--- src/rtl/poke_ctl_mq.sv ---
// poke_ctl_mq: AXI4-Lite control block feeding up to NCH poke engines from a
// DEPTH-entry command queue, with repeat-count bursts that step the entry.
//
// Ports:
//   clk, reset          single clock, synchronous active-high reset
//   row/entry/value     shared poke buses (hold last issued values)
//   start[NCH]          one-cycle start pulse to the selected engine
//   busy[NCH]           per-engine busy
//   S_AXI_*             AXI4-Lite slave (registers at address[AW-1:2])
//
// Register map: 0 ROW, 1 ENTRY, 2 VALUE, 3 COUNT, 4 CHAN,
//   5 CTRL (wr: bit0 enqueue, bit1 flush) / STATUS (rd), 6 ERRCNT.
module poke_ctl_mq #(
  parameter int AW          = 8,
  parameter int NCH         = 4,
  parameter int DEPTH       = 8,
  parameter int ACK_TIMEOUT = 16
) (
  input  logic           clk,
  input  logic           reset,
  output logic [31:0]    row,
  output logic [31:0]    entry,
  output logic [31:0]    value,
  output logic [NCH-1:0] start,
  input  logic [NCH-1:0] busy,
  input  logic [AW-1:0]  S_AXI_AWADDR,
  input  logic [2:0]     S_AXI_AWPROT,
  input  logic           S_AXI_AWVALID,
  output logic           S_AXI_AWREADY,
  input  logic [31:0]    S_AXI_WDATA,
  input  logic [3:0]     S_AXI_WSTRB,
  input  logic           S_AXI_WVALID,
  output logic           S_AXI_WREADY,
  output logic [1:0]     S_AXI_BRESP,
  output logic           S_AXI_BVALID,
  input  logic           S_AXI_BREADY,
  input  logic [AW-1:0]  S_AXI_ARADDR,
  input  logic [2:0]     S_AXI_ARPROT,
  input  logic           S_AXI_ARVALID,
  output logic           S_AXI_ARREADY,
  output logic [31:0]    S_AXI_RDATA,
  output logic [1:0]     S_AXI_RRESP,
  output logic           S_AXI_RVALID,
  input  logic           S_AXI_RREADY
);

  localparam int CW = (NCH > 1) ? $clog2(NCH) : 1;
  localparam int QW = $clog2(DEPTH);
  localparam int PW = QW + 1;
  localparam int IW = AW - 2;

  localparam logic [IW-1:0] IDX_ROW   = (IW)'(0);
  localparam logic [IW-1:0] IDX_ENTRY = (IW)'(1);
  localparam logic [IW-1:0] IDX_VALUE = (IW)'(2);
  localparam logic [IW-1:0] IDX_COUNT = (IW)'(3);
  localparam logic [IW-1:0] IDX_CHAN  = (IW)'(4);
  localparam logic [IW-1:0] IDX_CTRL  = (IW)'(5);
  localparam logic [IW-1:0] IDX_ERR   = (IW)'(6);

  localparam logic [1:0] RESP_OKAY   = 2'b00;
  localparam logic [1:0] RESP_SLVERR = 2'b10;
  localparam logic [1:0] RESP_DECERR = 2'b11;

  typedef enum logic [2:0] {S_IDLE, S_ISSUE, S_ACK, S_DONE, S_NEXT} state_t;

  // ---------------- AXI write channel ----------------
  logic          wr_stb, wr_pend_q, bvalid_q;
  logic [IW-1:0] wa_q;
  logic [31:0]   wd_q;
  logic [1:0]    bresp_q, wr_resp;

  assign wr_stb        = S_AXI_AWVALID & S_AXI_WVALID & ~wr_pend_q & ~bvalid_q;
  assign S_AXI_AWREADY = wr_stb;
  assign S_AXI_WREADY  = wr_stb;
  assign S_AXI_BVALID  = bvalid_q;
  assign S_AXI_BRESP   = bresp_q;

  always_ff @(posedge clk) begin
    if (reset) begin
      wr_pend_q <= 1'b0;
      wa_q      <= '0;
      wd_q      <= '0;
      bvalid_q  <= 1'b0;
      bresp_q   <= RESP_OKAY;
    end else begin
      wr_pend_q <= wr_stb;
      if (wr_stb) begin
        wa_q <= S_AXI_AWADDR[AW-1:2];
        wd_q <= S_AXI_WDATA;
      end
      if (wr_pend_q) begin
        bvalid_q <= 1'b1;
        bresp_q  <= wr_resp;
      end else if (bvalid_q && S_AXI_BREADY) begin
        bvalid_q <= 1'b0;
      end
    end
  end

  // ---------------- registers and queue ----------------
  logic [31:0]   reg_row_q, reg_entry_q, reg_value_q, errcnt_q;
  logic [15:0]   reg_count_q;
  logic [CW-1:0] reg_chan_q;

  logic [CW-1:0] q_chan  [DEPTH];
  logic [31:0]   q_row   [DEPTH];
  logic [31:0]   q_entry [DEPTH];
  logic [31:0]   q_value [DEPTH];
  logic [15:0]   q_count [DEPTH];

  logic [PW-1:0] wptr_q, rptr_q, wptr_d, rptr_d, wbase, level;
  logic          q_full, q_empty;
  logic          chan_bad, flush_now, enq_req, enq_ok, enq_rej, err_clr;
  logic          pop, last, go;

  state_t state_q, state_d;

  assign level     = wptr_q - rptr_q;
  assign q_full    = (level == PW'(DEPTH));
  assign q_empty   = (level == '0);
  assign chan_bad  = (wd_q >= 32'(NCH));
  assign flush_now = wr_pend_q && (wa_q == IDX_CTRL) && wd_q[1];
  assign enq_req   = wr_pend_q && (wa_q == IDX_CTRL) && wd_q[0];
  // A flush frees the queue first, so a combined flush+enqueue never sees full.
  assign enq_ok    = enq_req && (flush_now || !q_full);
  assign enq_rej   = enq_req && !enq_ok;
  assign err_clr   = wr_pend_q && (wa_q == IDX_ERR);

  always_comb begin
    wr_resp = RESP_OKAY;
    case (wa_q)
      IDX_ROW, IDX_ENTRY, IDX_VALUE, IDX_COUNT, IDX_ERR: wr_resp = RESP_OKAY;
      IDX_CHAN: if (chan_bad) wr_resp = RESP_SLVERR;
      IDX_CTRL: if (enq_rej) wr_resp = RESP_SLVERR;
      default:  wr_resp = RESP_DECERR;
    endcase
  end

  // Flush keeps only the head that the dispatcher has already latched; when
  // that head is popped in the same cycle, rptr+1 is also the new read pointer.
  always_comb begin
    wbase = wptr_q;
    if (flush_now) wbase = (state_q != S_IDLE) ? rptr_q + 1'b1 : rptr_q;
    wptr_d = enq_ok ? wbase + 1'b1 : wbase;
    rptr_d = pop ? rptr_q + 1'b1 : rptr_q;
  end

  always_ff @(posedge clk) begin
    if (reset) begin
      reg_row_q   <= '0;
      reg_entry_q <= '0;
      reg_value_q <= '0;
      reg_count_q <= '0;
      reg_chan_q  <= '0;
      errcnt_q    <= '0;
      wptr_q      <= '0;
      rptr_q      <= '0;
    end else begin
      if (wr_pend_q) begin
        case (wa_q)
          IDX_ROW:   reg_row_q   <= wd_q;
          IDX_ENTRY: reg_entry_q <= wd_q;
          IDX_VALUE: reg_value_q <= wd_q;
          IDX_COUNT: reg_count_q <= wd_q[15:0];
          IDX_CHAN:  if (!chan_bad) reg_chan_q <= wd_q[CW-1:0];
          default: ;
        endcase
      end
      if (err_clr) errcnt_q <= '0;
      else if (enq_rej && (errcnt_q != '1)) errcnt_q <= errcnt_q + 1'b1;
      wptr_q <= wptr_d;
      rptr_q <= rptr_d;
    end
  end

  always_ff @(posedge clk) begin
    if (enq_ok) begin
      q_chan[wbase[QW-1:0]]  <= reg_chan_q;
      q_row[wbase[QW-1:0]]   <= reg_row_q;
      q_entry[wbase[QW-1:0]] <= reg_entry_q;
      q_value[wbase[QW-1:0]] <= reg_value_q;
      q_count[wbase[QW-1:0]] <= reg_count_q;
    end
  end

  // ---------------- dispatcher ----------------
  logic [CW-1:0] w_chan_q;
  logic [31:0]   w_row_q, w_entry_q, w_value_q;
  logic [31:0]   l_row_q, l_entry_q, l_value_q;
  logic [15:0]   rem_q;
  logic [7:0]    timer_q;
  logic          term_q;

  assign go   = !q_empty && !flush_now;
  assign last = (rem_q == 16'd1) || term_q || flush_now;
  assign pop  = (state_q == S_NEXT) && last;

  always_ff @(posedge clk) begin
    if (reset) state_q <= S_IDLE;
    else       state_q <= state_d;
  end

  always_comb begin
    state_d = state_q;
    case (state_q)
      S_IDLE:  if (go) state_d = S_ISSUE;
      S_ISSUE: state_d = S_ACK;
      S_ACK: begin
        if (busy[w_chan_q]) state_d = S_DONE;
        else if (timer_q == 8'(ACK_TIMEOUT - 1)) state_d = S_NEXT;
      end
      S_DONE:  if (!busy[w_chan_q]) state_d = S_NEXT;
      S_NEXT:  state_d = last ? S_IDLE : S_ISSUE;
      default: state_d = S_IDLE;
    endcase
  end

  always_comb begin
    start = '0;
    row   = l_row_q;
    entry = l_entry_q;
    value = l_value_q;
    if (state_q == S_ISSUE) begin
      start = NCH'(1) << w_chan_q;
      row   = w_row_q;
      entry = w_entry_q;
      value = w_value_q;
    end
  end

  always_ff @(posedge clk) begin
    if (reset) begin
      w_chan_q  <= '0;
      w_row_q   <= '0;
      w_entry_q <= '0;
      w_value_q <= '0;
      l_row_q   <= '0;
      l_entry_q <= '0;
      l_value_q <= '0;
      rem_q     <= '0;
      timer_q   <= '0;
      term_q    <= 1'b0;
    end else begin
      case (state_q)
        S_IDLE: if (go) begin
          w_chan_q  <= q_chan[rptr_q[QW-1:0]];
          w_row_q   <= q_row[rptr_q[QW-1:0]];
          w_entry_q <= q_entry[rptr_q[QW-1:0]];
          w_value_q <= q_value[rptr_q[QW-1:0]];
          rem_q     <= (q_count[rptr_q[QW-1:0]] == '0) ? 16'd1 : q_count[rptr_q[QW-1:0]];
        end
        S_ISSUE: begin
          timer_q   <= '0;
          l_row_q   <= w_row_q;
          l_entry_q <= w_entry_q;
          l_value_q <= w_value_q;
        end
        S_ACK: timer_q <= timer_q + 1'b1;
        S_NEXT: if (!last) begin
          rem_q     <= rem_q - 1'b1;
          w_entry_q <= w_entry_q + 1'b1;
        end
        default: ;
      endcase
      if (state_q == S_NEXT) term_q <= 1'b0;
      else if (flush_now && (state_q != S_IDLE)) term_q <= 1'b1;
    end
  end

  // ---------------- AXI read channel ----------------
  logic          rd_stb, rvalid_q;
  logic [31:0]   rdata_q, rd_data;
  logic [1:0]    rresp_q, rd_resp;
  logic [IW-1:0] ra_idx;

  assign ra_idx        = S_AXI_ARADDR[AW-1:2];
  assign rd_stb        = S_AXI_ARVALID & ~rvalid_q;
  assign S_AXI_ARREADY = ~rvalid_q;
  assign S_AXI_RVALID  = rvalid_q;
  assign S_AXI_RDATA   = rdata_q;
  assign S_AXI_RRESP   = rresp_q;

  always_comb begin
    rd_data = '0;
    rd_resp = RESP_OKAY;
    case (ra_idx)
      IDX_ROW:   rd_data = reg_row_q;
      IDX_ENTRY: rd_data = reg_entry_q;
      IDX_VALUE: rd_data = reg_value_q;
      IDX_COUNT: rd_data = {16'd0, reg_count_q};
      IDX_CHAN:  rd_data = 32'(reg_chan_q);
      IDX_CTRL:  rd_data = {16'(busy), 8'(level), 5'd0, q_empty, q_full, (state_q != S_IDLE)};
      IDX_ERR:   rd_data = errcnt_q;
      default:   rd_resp = RESP_DECERR;
    endcase
  end

  always_ff @(posedge clk) begin
    if (reset) begin
      rvalid_q <= 1'b0;
      rdata_q  <= '0;
      rresp_q  <= RESP_OKAY;
    end else if (rd_stb) begin
      rvalid_q <= 1'b1;
      rdata_q  <= rd_data;
      rresp_q  <= rd_resp;
    end else if (rvalid_q && S_AXI_RREADY) begin
      rvalid_q <= 1'b0;
    end
  end

  logic unused_ok;
  assign unused_ok = ^{S_AXI_AWPROT, S_AXI_ARPROT, S_AXI_WSTRB,
                       S_AXI_AWADDR[1:0], S_AXI_ARADDR[1:0]};

endmodule

--- config.mk ---
export PLATFORM = sky130hd
export DESIGN_NAME = poke_ctl_mq
export DESIGN_NICKNAME = d
export VERILOG_FILES = /design/src/rtl/poke_ctl_mq.sv
export SDC_FILE = /design/constraint.sdc
export NUM_CORES = 2
export LEC_CHECK = 0
export ABC_AREA = 1
export ABC_CLOCK_PERIOD_IN_PS = 21300
export CAP_MARGIN = 10
export CORE_ASPECT_RATIO = 1.5
export CORE_UTILIZATION = 46
export CTS_CLUSTER_DIAMETER = 120
export CTS_CLUSTER_SIZE = 12
export DETAILED_ROUTE_END_ITERATION = 10
export DONT_BUFFER_PORTS = 1
export HOLD_SLACK_MARGIN = 0.12
export PLACE_DENSITY = 0.66
export RECOVER_POWER = 50
export REMOVE_ABC_BUFFERS = 1
export SYNTH_ARGS = -nofsm -noshare
export SYNTH_HDL_FRONTEND = slang
export SYNTH_SLANG_ARGS = --single-unit
--- constraint.sdc ---
create_clock -name clk -period 21.3 [get_ports clk]
set_clock_uncertainty 0.1 [all_clocks]
set_input_delay 4.26 -clock clk [delete_from_list [all_inputs] [get_ports clk]]
set_output_delay 4.26 -clock clk [all_outputs]
set_load 0.05 [all_outputs]
==> key figures <==
Status
  – Status: finished, violations left
  – Violated checks: capacitance limit, slew limit

Detailed routing
  – First-pass DRT Iterations: 5
  – Vias: 39.94k
  – Routed wl met2: ~74 mm
  – Iter 0 DRT Violations: between 3k and 4k
  – Vias per cell: between 5 and 6
  – Wl on met1: 61.54 mm
  – Routed len/inst: 21.93 um
  – Final wirelength: 152.5 mm
  – Routed Antenna Nets: 0
  – Highest Signal Layer: met5
  – Remaining DRCs: 0
  – DR WL met3: 12.13 mm

Floorplanning
  – Initial Util: a little under half
  – Die height: 427.8 um
  – Die area: 122300 sq um
  – Core Box Area: between 100000 and 150000 sq um
  – I/O pin total: 210
  – DIE WIDTH: between 200 and 300 um
  – FP Rows: 155

Clocking
  – CTS clk-pin slew, worst paths: roughly 0.07 ns
  – Max clock buf depth: 3
  – Htree depth: 4
  – Postcts setup bufs: 0
  – # hold bufs at CTS: 0
  – TritonCTS clock tree: done
  – Cts bufs inserted: approximately 130
  – CTS sink count: 1367
  – Clk Latency, worst-skew pair: 0.77 ns
  – Post-CTS Resized: 0
  – Root buf cell: clkbuf_16

Layout
  – Share of post-route cells with drive strength above 1: 6.249%
  – Fin cells: 6953
  – Synthesis-to-layout area growth: 8.916%
  – Final #Nets: 5352
  – Final instance area: 60570 sq um

GRT
  – Largest net degree at the start of global routing: 193
  – Grt ovf: 0
  – Total track usage: 24.59%
  – Vias in the first global route: 37.75k
  – Initial antenna violation count: 13
  – Global-route wire length before repair: 228.6 mm

Timing
  – Period utilization: 49.44%
  – Relative slew slack: -242.3%
  – Final Setup Violations: 0
  – RSZ-0062 raised after global routing: false
  – Min Tclk post-route: 10.53 ns
  – Worst-Margin Slew: 5.107 ns
  – Post-route setup TNS: 0 ns
  – Max-slew violation count: approximately 480
  – F_max: 94.96 MHz
  – Final Hold Violating Endpoints: 0

Yosys
  – Sequential share of the synthesized area: 65.62%
  – Yosys Warn Count: 0
  – Mapped cell area: 55610 sq um
  – Yosys top cell by area: edfxtp_1
  – Yosys top cell area share: 49.25%
  – Simple-gate share of the synthesized area: between 10 and 15%
  – Number of flops mapped to enable cells by yosys: 912
  – Synthesized flop and latch total: 1367
  – Synthesized area per cell: 10.24 sq um
  – Area fraction in compound gates after synthesis: 15.18%
  – Asr flop ratio synth: 0%
  – Xor and xnor area share after synthesis: 0.7560%
  – Post-Syn Instances: 5430
  – Most common cell in the netlist: edfxtp_1
  – Synth cell count leaders: edfxtp_1 (912), nand2_1 (849), o21ai_0 (694)
  – Area contributors post-synth: edfxtp_1 (49%), dfxtp_1 (16%), o21ai_0 (6.2%), nand2_1 (5.7%), nor2_1 (4.0%)
  – Post-synth cell types: 47
  – Dominant synthesized flop cell: edfxtp_1
  – Largest family of logic cells by synthesized area: compound AO/OA/AOI/OAI gates
  – Post-Synth Adder-Cell Area: 0.2610%
  – Mux contribution to synthesized area: 0%

Placed design
  – DP HPWL: just under 90 mm
  – Gp weighted congestion: 0.9551
  – Placed instance area: 56690 sq um
  – PortBufs: 0
  – Post-Place Cells: 6709

Job
  – Maxcap violations: 11

Critical path
  – Startpoint Class: flip-flop
  – Req. time, crit path: 21.87 ns
  – Reg2reg setup slack: 10.77 ns
  – Worst Reg2Reg Path Length in Cells: 14
  – Crit Path Class: flip-flop to flip-flop
  – FF-to-FF End: w_entry_q[6]
  – Critical R2R Launch: rptr_q[1]
  – CP endpoint kind: flip-flop
  – CP endpoint: w_entry_q[6]
  – CP Data Arrival Time: 11.11 ns
  – Critical path peak fanout: 53
  – Crit path from: rptr_q[1]

Min path
  – Worst min path class: flip-flop to flip-flop

Pwr
  – Worst VDD drop: roughly 68 uV
  – P_leak: 20.97 nW
  – PD cells: 88.86 nW/um^2
==> per-layer routing <==
metal / vias up / track usage [%]
li1: 18600 / -
met1: 19470 / 32.03
met2: 1552 / 40.76
met3: 304 / 4.489
met4: 14 / 9.126
met5: - / 0
==> stage by stage <==
stage / util [%] / hold slack (ns) / total power [mW] / setup WS, ns
after global placement: 47.46 / 0.3598 / 3.236 / 11.80
after floorplan: - / 0.3348 / 3.182 / 10.11
final: 50.70 / 0.3495 / 5.382 / 10.77
after global routing: 50.70 / 0.3813 / 5.549 / 10.43
after CTS: 50.75 / 0.3609 / 5.415 / 11.78
after detailed placement: 47.46 / 0.3627 / 3.242 / 11.78
==> worst min-delay path by stage <==
stage | from | to | slack (ns) | cells past startpoint
global route | w_row_q[24] | l_row_q[24] | 0.38 | 2
finish | w_value_q[26] | l_value_q[26] | 0.35 | 2
global placement | timer_q[7] | timer_q[7] | 0.36 | 1
CTS | w_value_q[26] | l_value_q[26] | 0.36 | 2
detailed placement | timer_q[7] | timer_q[7] | 0.36 | 1
floorplan | timer_q[7] | timer_q[7] | 0.33 | 1
==> layout make-up <==
class / instances / area, sq um
diodes: 6 / 15.01
fillers: 10660 / 58890
well taps: 1570 / 1964
clock inverters: 12 / 236.5
flip-flops and latches: 1367 / 36510
clock buffers: 226 / 3699
inverters: 411 / 1565
multi-input cells: 3303 / 16170
repair buffers: 58 / 416.7
==> cells in the final DEF (no fill, tap or decap), types with 4 or more instances in the layout <==
cell type,n
a21oi_1,380
a211oi_1,99
diode_2,6
xnor2_1,11
nand4_1,41
o2111ai_1,10
dfxtp_1,450
nor2_1,582
nand2_1,850
o21ai_1,12
o21a_1,4
o221ai_1,32
edfxtp_1,912
xor2_1,37
nor2_4,7
a22oi_1,22
ha_1,10
inv_1,396
o31ai_1,4
o21ai_0,694
nor3_2,5
o211ai_1,16
clkinv_8,6
or2_2,97
a31oi_1,74
nand3_1,81
clkbuf_16,134
nor4_1,9
o22ai_1,163
buf_4,53
nor3_1,42
clkbuf_1,97
inv_2,6
==> sequential cells by signal, indices dropped and copies added, names as in the netlist, 128 cells and up, named ones only <==
signal	cells
q_count	128
q_entry	256
q_row	256
q_value	256
==> critical path, stage by stage, from the launching register on <==
cell	delay, ns
dfxtp_1	1.91
clkinvlp_2	2.74
fa_1	1.25
xnor2_1	0.23
nand2_1	0.07
nor2_1	0.12
nand2_1	0.13
nand2_1	0.19
nand2_1	0.19
nand3_4	0.09
clkbuf_1	1.93
inv_4	0.76
nand2_1	0.26
nand2_1	0.06
a21oi_1	0.24
==> cells by family after synthesis <==
kind of cell / Yosys count
AND/OR/NAND/NOR: 1726
AO/OA/AOI/OAI: 1518
flip-flops: 1367
buffers and inverters: 760
XOR/XNOR: 48
adder cells (fa/ha/maj): 11
==> where the power goes <==
part | switching, mW | total [mW] | leakage, nW | internal (mW)
clock | 1.00 | 2.19 | 1.86 | 1.19
sequential | 0.0323 | 2.87 | 11.7 | 2.84
combinational | 0.246 | 0.317 | 7.40 | 0.0712
Note: power is estimated with default switching activity, not from simulation.
